### src/rtl/pwm_multi_ch.sv
// Multi-channel PWM: one shared edge/center-aligned counter, per-channel duty compare, shadowed updates at period boundaries.
// Compare-to-output latency is 1 cycle; no backpressure, writes are accepted every cycle.
module pwm_multi_ch #(
    parameter int WIDTH    = 8,
    parameter int CHANNELS = 4,
    parameter int CH_W     = 4
) (
    input  logic                clk,
    input  logic                rst,
    input  logic                enable,
    input  logic                mode,
    input  logic [WIDTH-1:0]    period,
    input  logic                wr_en,
    input  logic [CH_W-1:0]     wr_ch,
    input  logic [WIDTH-1:0]    wr_duty,
    output logic [CHANNELS-1:0] pwm_out,
    output logic                period_tick,
    output logic [CHANNELS-1:0] pending
);

    typedef enum logic {DIR_UP = 1'b0, DIR_DOWN = 1'b1} dir_t;

    logic [WIDTH-1:0]    cnt, cnt_nxt;
    dir_t                dir, dir_nxt;
    logic [WIDTH-1:0]    period_act;
    logic                mode_act;
    logic [WIDTH-1:0]    duty_shadow [CHANNELS];
    logic [WIDTH-1:0]    duty_act    [CHANNELS];
    logic [CHANNELS-1:0] write_hit;
    logic                boundary;
    logic                load;

    // Out-of-range channel indices match no channel, so they are dropped here.
    always_comb begin
        write_hit = '0;
        for (int i = 0; i < CHANNELS; i++) begin
            write_hit[i] = wr_en && (wr_ch == CH_W'(i));
        end
    end

    // With P=1 in center mode the top of the ramp is also the last cycle,
    // so cnt==1 counts as a boundary even before dir has turned.
    always_comb begin
        boundary = 1'b0;
        if (period_act == '0) begin
            boundary = 1'b1;
        end else if (!mode_act) begin
            boundary = (cnt == period_act);
        end else begin
            boundary = (cnt == WIDTH'(1)) &&
                       ((dir == DIR_DOWN) || (period_act == WIDTH'(1)));
        end
    end

    assign load = !enable || boundary;

    always_comb begin
        cnt_nxt = cnt;
        dir_nxt = dir;
        if (load) begin
            cnt_nxt = '0;
            dir_nxt = DIR_UP;
        end else if (!mode_act) begin
            cnt_nxt = cnt + WIDTH'(1);
        end else if (dir == DIR_UP) begin
            if (cnt == period_act) begin
                cnt_nxt = cnt - WIDTH'(1);
                dir_nxt = DIR_DOWN;
            end else begin
                cnt_nxt = cnt + WIDTH'(1);
            end
        end else begin
            cnt_nxt = cnt - WIDTH'(1);
        end
    end

    always_ff @(posedge clk) begin
        if (rst) begin
            cnt         <= '0;
            dir         <= DIR_UP;
            period_act  <= '0;
            mode_act    <= 1'b0;
            pending     <= '0;
            pwm_out     <= '0;
            period_tick <= 1'b0;
            for (int i = 0; i < CHANNELS; i++) begin
                duty_shadow[i] <= '0;
                duty_act[i]    <= '0;
            end
        end else begin
            cnt         <= cnt_nxt;
            dir         <= dir_nxt;
            period_tick <= enable && boundary;
            if (load) begin
                period_act <= period;
                mode_act   <= mode;
                pending    <= write_hit;
            end else begin
                pending    <= pending | write_hit;
            end
            for (int i = 0; i < CHANNELS; i++) begin
                pwm_out[i] <= enable && (cnt < duty_act[i]);
                // Old shadow is captured first, so a same-cycle write waits a period.
                if (load) begin
                    duty_act[i] <= duty_shadow[i];
                end
                if (write_hit[i]) begin
                    duty_shadow[i] <= wr_duty;
                end
            end
        end
    end

endmodule

### config.mk
export PLATFORM = sky130hd
export DESIGN_NAME = pwm_multi_ch
export DESIGN_NICKNAME = d
export VERILOG_FILES = /design/src/rtl/pwm_multi_ch.sv
export SDC_FILE = /design/constraint.sdc
export NUM_CORES = 1
export LEC_CHECK = 0
export ABC_AREA = 1
export ABC_CLOCK_PERIOD_IN_PS = 6400
export BUFFER_PORTS_ARGS = -buffer_cell sky130_fd_sc_hd__buf_2
export CAP_MARGIN = 10
export CORE_AREA = 3 3 144 118
export DETAILED_ROUTE_END_ITERATION = 7
export DIE_AREA = 0 0 147 121
export GPL_ROUTABILITY_DRIVEN = 0
export GPL_TIMING_DRIVEN = 0
export PLACE_DENSITY = 0.45
export SETUP_SLACK_MARGIN = 0.5
export SLEW_MARGIN = 15
export SYNTH_ARGS = -nofsm -noshare
export SYNTH_HDL_FRONTEND = slang
export SYNTH_SLANG_ARGS = --single-unit
### constraint.sdc
create_clock -name clk -period 6.4 [get_ports clk]
set_clock_uncertainty 0.2 [all_clocks]
set_input_delay 0 -clock clk [delete_from_list [all_inputs] [get_ports clk]]
set_output_delay 0 -clock clk [all_outputs]
set_load 0.005 [all_outputs]
==> flow_metrics.py, run 1 <==
metrics = {
    "placement": {
        "port_buffers": 33,
        "post-place-ws_ps": 3582,
        "hpwl_um": 7134,
        "place_inst": 712,
    },
    "power_and_ir_drop": {
        "vdd_drop_max_uv": 121.3,
        "powerDensity_nw_per_um2": 268.9,
        "p_leak_nw": 2.543,
    },
    "clock_tree": {
        "numCtsBuffers": 9,
        "clk_latency_ps": 350,
        "cts_setup_buffers": 0,
        "ctsResizeCount": 0,
        "root_buffer": "clkbuf_16",
        "cts_buffer_depth": 2,
        "clock_sink_count": 91,
        "h-tree-depth": 3,
        "cts_tree": "yes",
        "clkTransAtPathRegs_ps": 70,
    },
    "floorplanning": {
        "die_y_um": 121,
        "core-area_um2": 15700,
        "dieArea_um2": 17790,
        "die_w_um": 147,
        "start_util_pct": 29.91,
        "ios": 34,
        "std_cell_rows": 41,
    },
    "sta": {
        "layout_min_cycle_time_ps": 3147,
        "fin_crit_sh_pct": 49.17,
        "tightest_slew_ps": 908.5,
        "drv_slew": 0,
        "fmax_mhz": 317.8,
        "setup_ws_ps": 3253,
        "rsz0062_at_grt": "no",
        "hold_viol_final": 0,
        "timing.slew.headroom_pct": 39.43,
        "setup_viol": 0,
        "fin_tns_setup_ps": 0,
    },
    "drt": {
        "detailroute.via_count": 3112,
        "ant_nets": 0,
        "drt_iter0_markers": 104,
        "wirelength_um": 9750,
        "wire_per_inst_um": 12.83,
        "drc": 0,
        "viasPerCell": 4.095,
        "drt_pass1_iterations": 4,
    },
    "yosys": {
        "synth-adder-area-share_pct": 8.260,
        "yosys-top-cells-count": "91 x inv_1, 64 x edfxtp_1, 60 x nand2_1",
        "syn_area_um2": 4696,
        "synth_mux_area_share_pct": 0,
        "synthSimpleGateAreaFrac_pct": 22.81,
        "ys_types": 33,
        "yosysMostFrequentCell": "inv_1",
        "yosysWarnings": 0,
        "synthesis.nets": 520,
        "postSynth.asyncResetShare_pct": 0,
        "synth_top_family_by_area": "simple AND/OR/NAND/NOR gates",
        "synth_top_area_share_pct": 40.93,
        "synth_edf_count": 64,
        "ys_top_cells_by_area": "edfxtp_1 41%, dfxtp_1 12%, ha_1 8.3%",
        "netlist.top_cell.by_area": "edfxtp_1",
        "synth_top_flop_cell": "edfxtp_1",
        "synthCells": 464,
        "yosysSeqAreaShare_pct": 52.44,
        "synth_xor_xnor_area_share_pct": 1.492,
        "ys_ff_latch": 91,
        "syn_area_per_cell_um2": 10.12,
        "synth-compound-area-share_pct": 5.782,
    },
    "worst_setup_path": {
        "worstPathArrival_ps": 3170,
        "crit_type": "reg -> reg",
        "cp.required_ps": 6430,
        "start_kind": "flip-flop",
        "end_kind": "flip-flop",
        "crit_path_max_fanout": 10,
    },
    "cells_and_area": {
        "drive_gt1_share_pct": 18.72,
        "final_cells": 760,
        "multi_input_area_um2": 1800,
        "fill_cells": 1598,
        "seqCellArea_um2": 2462,
        "diodes": 0,
        "area_delta_synth_final_pct": 22.30,
        "final_nets": 596,
        "final_util_pct": 36.59,
    },
    "global_routing": {
        "grt_use_met3_pct": 3.323,
        "grt_usage_pct": 11.86,
        "grt.busiest_layer": "met2",
        "grt_antenna_before_repair": 0,
        "gr-usage-met2_pct": 18.85,
        "grt_pass1_wl_um": 16280,
        "grt-ovfl-total": 0,
        "grt_pass1_vias": 3278,
        "use_met1_pct": 15.73,
        "grt_max_degree": 42,
    },
    "run_status": {
        "status": "finished clean",
    },
    "worst_hold_path": {
        "hold_class": "in -> reg",
    },
    "job": {
        "maxCapViolCount": 0,
    },
}
-- registers in the layout (all words and copies together) (netlist names) --
register	count
period_tick	1
pwm_out	4
mode_act	1
period_act	8
pending	4
duty_act	32
cnt	8
dir	1
duty_shadow	32
-- layout make-up --
class | instances | share of cell area, %
repair buffers | 65 | 8.453
clock inverters | 7 | 1.176
clock buffers | 9 | 3.922
well taps | 215 | 4.684
multi-input cells | 272 | 31.35
inverters | 95 | 6.209
plain buffers | 6 | 1.329
flip-flops and latches | 91 | 42.88
-- layout by cell type (no fill, tap or decap), drive strengths merged --
| cell type | count |
|---|---|
| a21oi | 15 |
| dfxtp | 27 |
| o21a | 4 |
| nand4 | 2 |
| xnor2 | 3 |
| xor2 | 5 |
| nor2 | 83 |
| a21o | 4 |
| inv | 99 |
| dlygate4sd3 | 32 |
| a211oi | 4 |
| edfxtp | 64 |
| a31oi | 4 |
| nor3 | 4 |
| nand2 | 63 |
| or2 | 4 |
| nand3 | 28 |
| clkbuf | 10 |
| ha | 31 |
| nor4 | 4 |
| o21ai | 14 |
| buf | 38 |
| clkinv | 3 |
-- per-layer routing --
metal | vias up | part of all wire (%)
met5 | - | 0
met4 | 0 | 1.4
met3 | 13 | 5.1
met2 | 55 | 44
met1 | 1394 | 50
li1 | 1650 | -
-- per-stage QoR --
step	power [W]	hold WS (ps)	cell area, um2
floorplan	0.0009439	-68.71	4696
global placement	0.001010	35.69	5130
detailed placement	0.001018	34.85	5130
CTS	0.001566	32.19	5743
global route	0.001636	59.20	5743
finish	0.001544	41.70	5743
-- what timing repair did --
item,CTS,global route
hold buffers,32,0
endpoints found under the hold margin,76,0
endpoints found under the setup margin,0,0
-- path summary, 6_finish.rpt --
kind                   start          end  depth (start not counted)  slack, ps
setup / recovery      cnt[1]     mode_act                         10       3250
setup reg to reg      cnt[1]     mode_act                         10       3250
hold / removal        enable  period_tick                          3         40
hold reg to reg   pending[3]   pending[3]                          2        250
-- where the power goes --
group / internal [W] / switching [W]
Clock: 0.000275 / 0.000251
Combinational: 0.000115 / 0.000177
Sequential: 0.000701 / 0.0000259
-- worst max-delay path: stages (launching register included) --
cell	delay (ps)
dfxtp_1	600
inv_1	160
ha_1	210
nand4_1	100
nor3_2	60
a21oi_4	180
nand3_4	180
nand3_1	120
dlygate4sd3_1	570
o21ai_0	80
dlygate4sd3_1	570
-- cell families (layout without fill, tap and decap cells) --
logic type	count (synthesis)	in the layout
AND/OR/NAND/NOR	188	188
buffers and inverters	101	182
flip-flops	91	91
AO/OA/AOI/OAI	45	45
adder cells (fa/ha/maj)	31	31
XOR/XNOR	8	8
Note: power is estimated with default switching activity, not from simulation.
==> inputs of run 2 (changes only) <==
Settings changed: ABC_CLOCK_PERIOD_IN_PS 6400 to 3200.
Clock period 6.4 ns to 3.2 ns, I/O delays scaled along.
==> flow_metrics.py, run 2 (synthesis results as in run 1) <==
metrics = {
    "sta": {
        "fin_tns_setup_ps": 0,
        "rsz0062_at_grt": "no",
        "fmax_mhz": 395.6,
        "layout_min_cycle_time_ps": 2528,
        "tightest_slew_ps": 594.2,
        "hold_viol_final": 0,
        "setup_viol": 0,
        "drv_slew": 0,
        "fin_crit_sh_pct": 78.99,
        "timing.slew.headroom_pct": 60.39,
        "setup_ws_ps": 672.3,
    },
    "worst_hold_path": {
        "hold_class": "in -> reg",
        "hold_path_end": "pending[1]",
        "worstHoldPathCells": 6,
        "min_from": "wr_ch[2]",
    },
    "global_routing": {
        "grt-ovfl-total": 0,
        "grt_antenna_before_repair": 0,
        "grt_pass1_vias": 3266,
        "grt_usage_pct": 11.84,
        "grt_pass1_wl_um": 16250,
        "grt_max_degree": 42,
    },
    "clock_tree": {
        "clk_latency_ps": 340,
        "numCtsBuffers": 9,
        "cts_tree": "yes",
        "clock_sink_count": 91,
        "clkTransAtPathRegs_ps": 70,
        "root_buffer": "clkbuf_16",
        "cts_setup_buffers": 0,
        "h-tree-depth": 3,
        "cts_buffer_depth": 2,
    },
    "run_status": {
        "status": "finished clean",
    },
    "drt": {
        "drc": 0,
        "viasPerCell": 4.088,
        "drt_iter0_markers": 105,
        "ant_nets": 0,
        "detailroute.via_count": 3099,
        "drt_pass1_iterations": 5,
        "wire_per_inst_um": 12.77,
        "wirelength_um": 9677,
    },
    "floorplanning": {
        "core-area_um2": 15700,
        "ios": 34,
        "std_cell_rows": 41,
        "start_util_pct": 29.91,
        "die_y_um": 121,
        "die_w_um": 147,
        "dieArea_um2": 17790,
    },
    "cells_and_area": {
        "final_cell_mix": "91 x inv_1, 64 x edfxtp_1, 60 x nand2_1",
        "drive_gt1_share_pct": 18.97,
        "diodes": 0,
        "fill_cells": 1600,
        "area_delta_synth_final_pct": 21.96,
        "mostFrequentLayoutCell": "inv_1",
        "final_area_um2": 5727,
        "reg_top3": "duty_act: 32 flops, duty_shadow: 32 flops",
        "final_nets": 594,
    },
    "worst_setup_path": {
        "cp.required_ps": 3220,
        "cpPeakStageDelay_ps": 680,
        "end_kind": "flip-flop",
        "crit_buf_inv": 2,
        "crit_path_cell_trace": "inv_1, nand2_1, nor3_2, a21oi_4, nand3_4, nand3_1, dlygate4sd3_1, o21ai_0",
        "r2r_setup_slack_ps": 670,
        "r2r-end": "mode_act",
        "reg2reg_depth": 8,
        "reg2reg_from": "cnt[2]",
        "start_kind": "flip-flop",
        "crit_family": "buffers and inverters",
        "slowest_stage": "dfxtp_1",
        "crit_path_max_fanout": 11,
        "crit_type": "reg -> reg",
        "worstPathArrival_ps": 2550,
    },
    "power_and_ir_drop": {
        "vdd_drop_max_uv": 240.3,
        "p_total_w": 0.003083,
        "powerDensity_nw_per_um2": 538.3,
        "p_leak_nw": 2.532,
    },
    "placement": {
        "hpwl_um": 7134,
        "post-place-ws_ps": 381.8,
        "port_buffers": 33,
        "dpl_cell_area_um2": 5130,
    },
    "job": {
        "maxCapViolCount": 0,
    },
}
==> run 2: cell types whose count changed in the layout (fill, tap and decap cells not counted), sizes merged <==
cell         delta
dlygate4sd3     -2
==> run 2: what timing repair did <==
action	CTS	global route
hold buffers	30	0
setup endpoints to repair	32	6
gates resized for setup	1	1
cloned	0	0
endpoints found under the hold margin	76	0
==> run 2: per-stage QoR <==
step / util (%) / instances / hold slack [ps]
after floorplan: - / 464 / -68.71
after global placement: 32.68 / 712 / 35.69
after detailed placement: 32.68 / 712 / 34.85
after CTS: 36.47 / 758 / 70.28
after global routing: 36.48 / 758 / 135.8
final: 36.48 / 758 / 80.41
==> run 2: layer usage <==
layer	share of wire [%]	up-vias	track usage [%]
met2	43	57	18.79
met4	1.4	0	3.842
met3	4.3	12	3.323
met1	51	1384	15.73
li1	-	1646	-
met5	0	-	0
==> run 2: how the worst max path moves through the flow <==
| stage | end | start | depth (start not counted) |
|---|---|---|---|
| floorplan | duty_act[0][0] | cnt[1] | 7 |
| global placement | duty_act[0][2] | cnt[3] | 6 |
| detailed placement | duty_act[0][2] | cnt[3] | 6 |
| CTS | mode_act | cnt[1] | 9 |
| global route | period_act[7] | cnt[2] | 8 |
| finish | mode_act | cnt[2] | 8 |
==> run 2: where the power goes <==
| group | switching, W | total (W) | leakage [nW] | internal, W |
|---|---|---|---|---|
| combinational | 0.000353 | 0.000579 | 1.50 | 0.000227 |
| clock | 0.000501 | 0.00105 | 0.146 | 0.000549 |
| sequential | 0.0000519 | 0.00145 | 0.887 | 0.00140 |
==> run 2: worst register-to-register path: stages, from the launching register on <==
cell           delay, ps
dfxtp_1              680
inv_1                170
nand2_1              140
nor3_2                70
a21oi_4              190
nand3_4              180
nand3_1              120
dlygate4sd3_1        570
o21ai_0               90
==> run 2: layout make-up <==
class | count | area, um2 | area share [%]
plain buffers | 6 | 78.83 | 1.376
clock buffers | 9 | 225.2 | 3.933
multi-input cells | 272 | 1800 | 31.44
repair buffers | 63 | 465.4 | 8.128
well taps | 215 | 269.0 | 4.697
clock inverters | 7 | 67.56 | 1.180
inverters | 95 | 356.6 | 6.227
flip-flops and latches | 91 | 2464 | 43.02
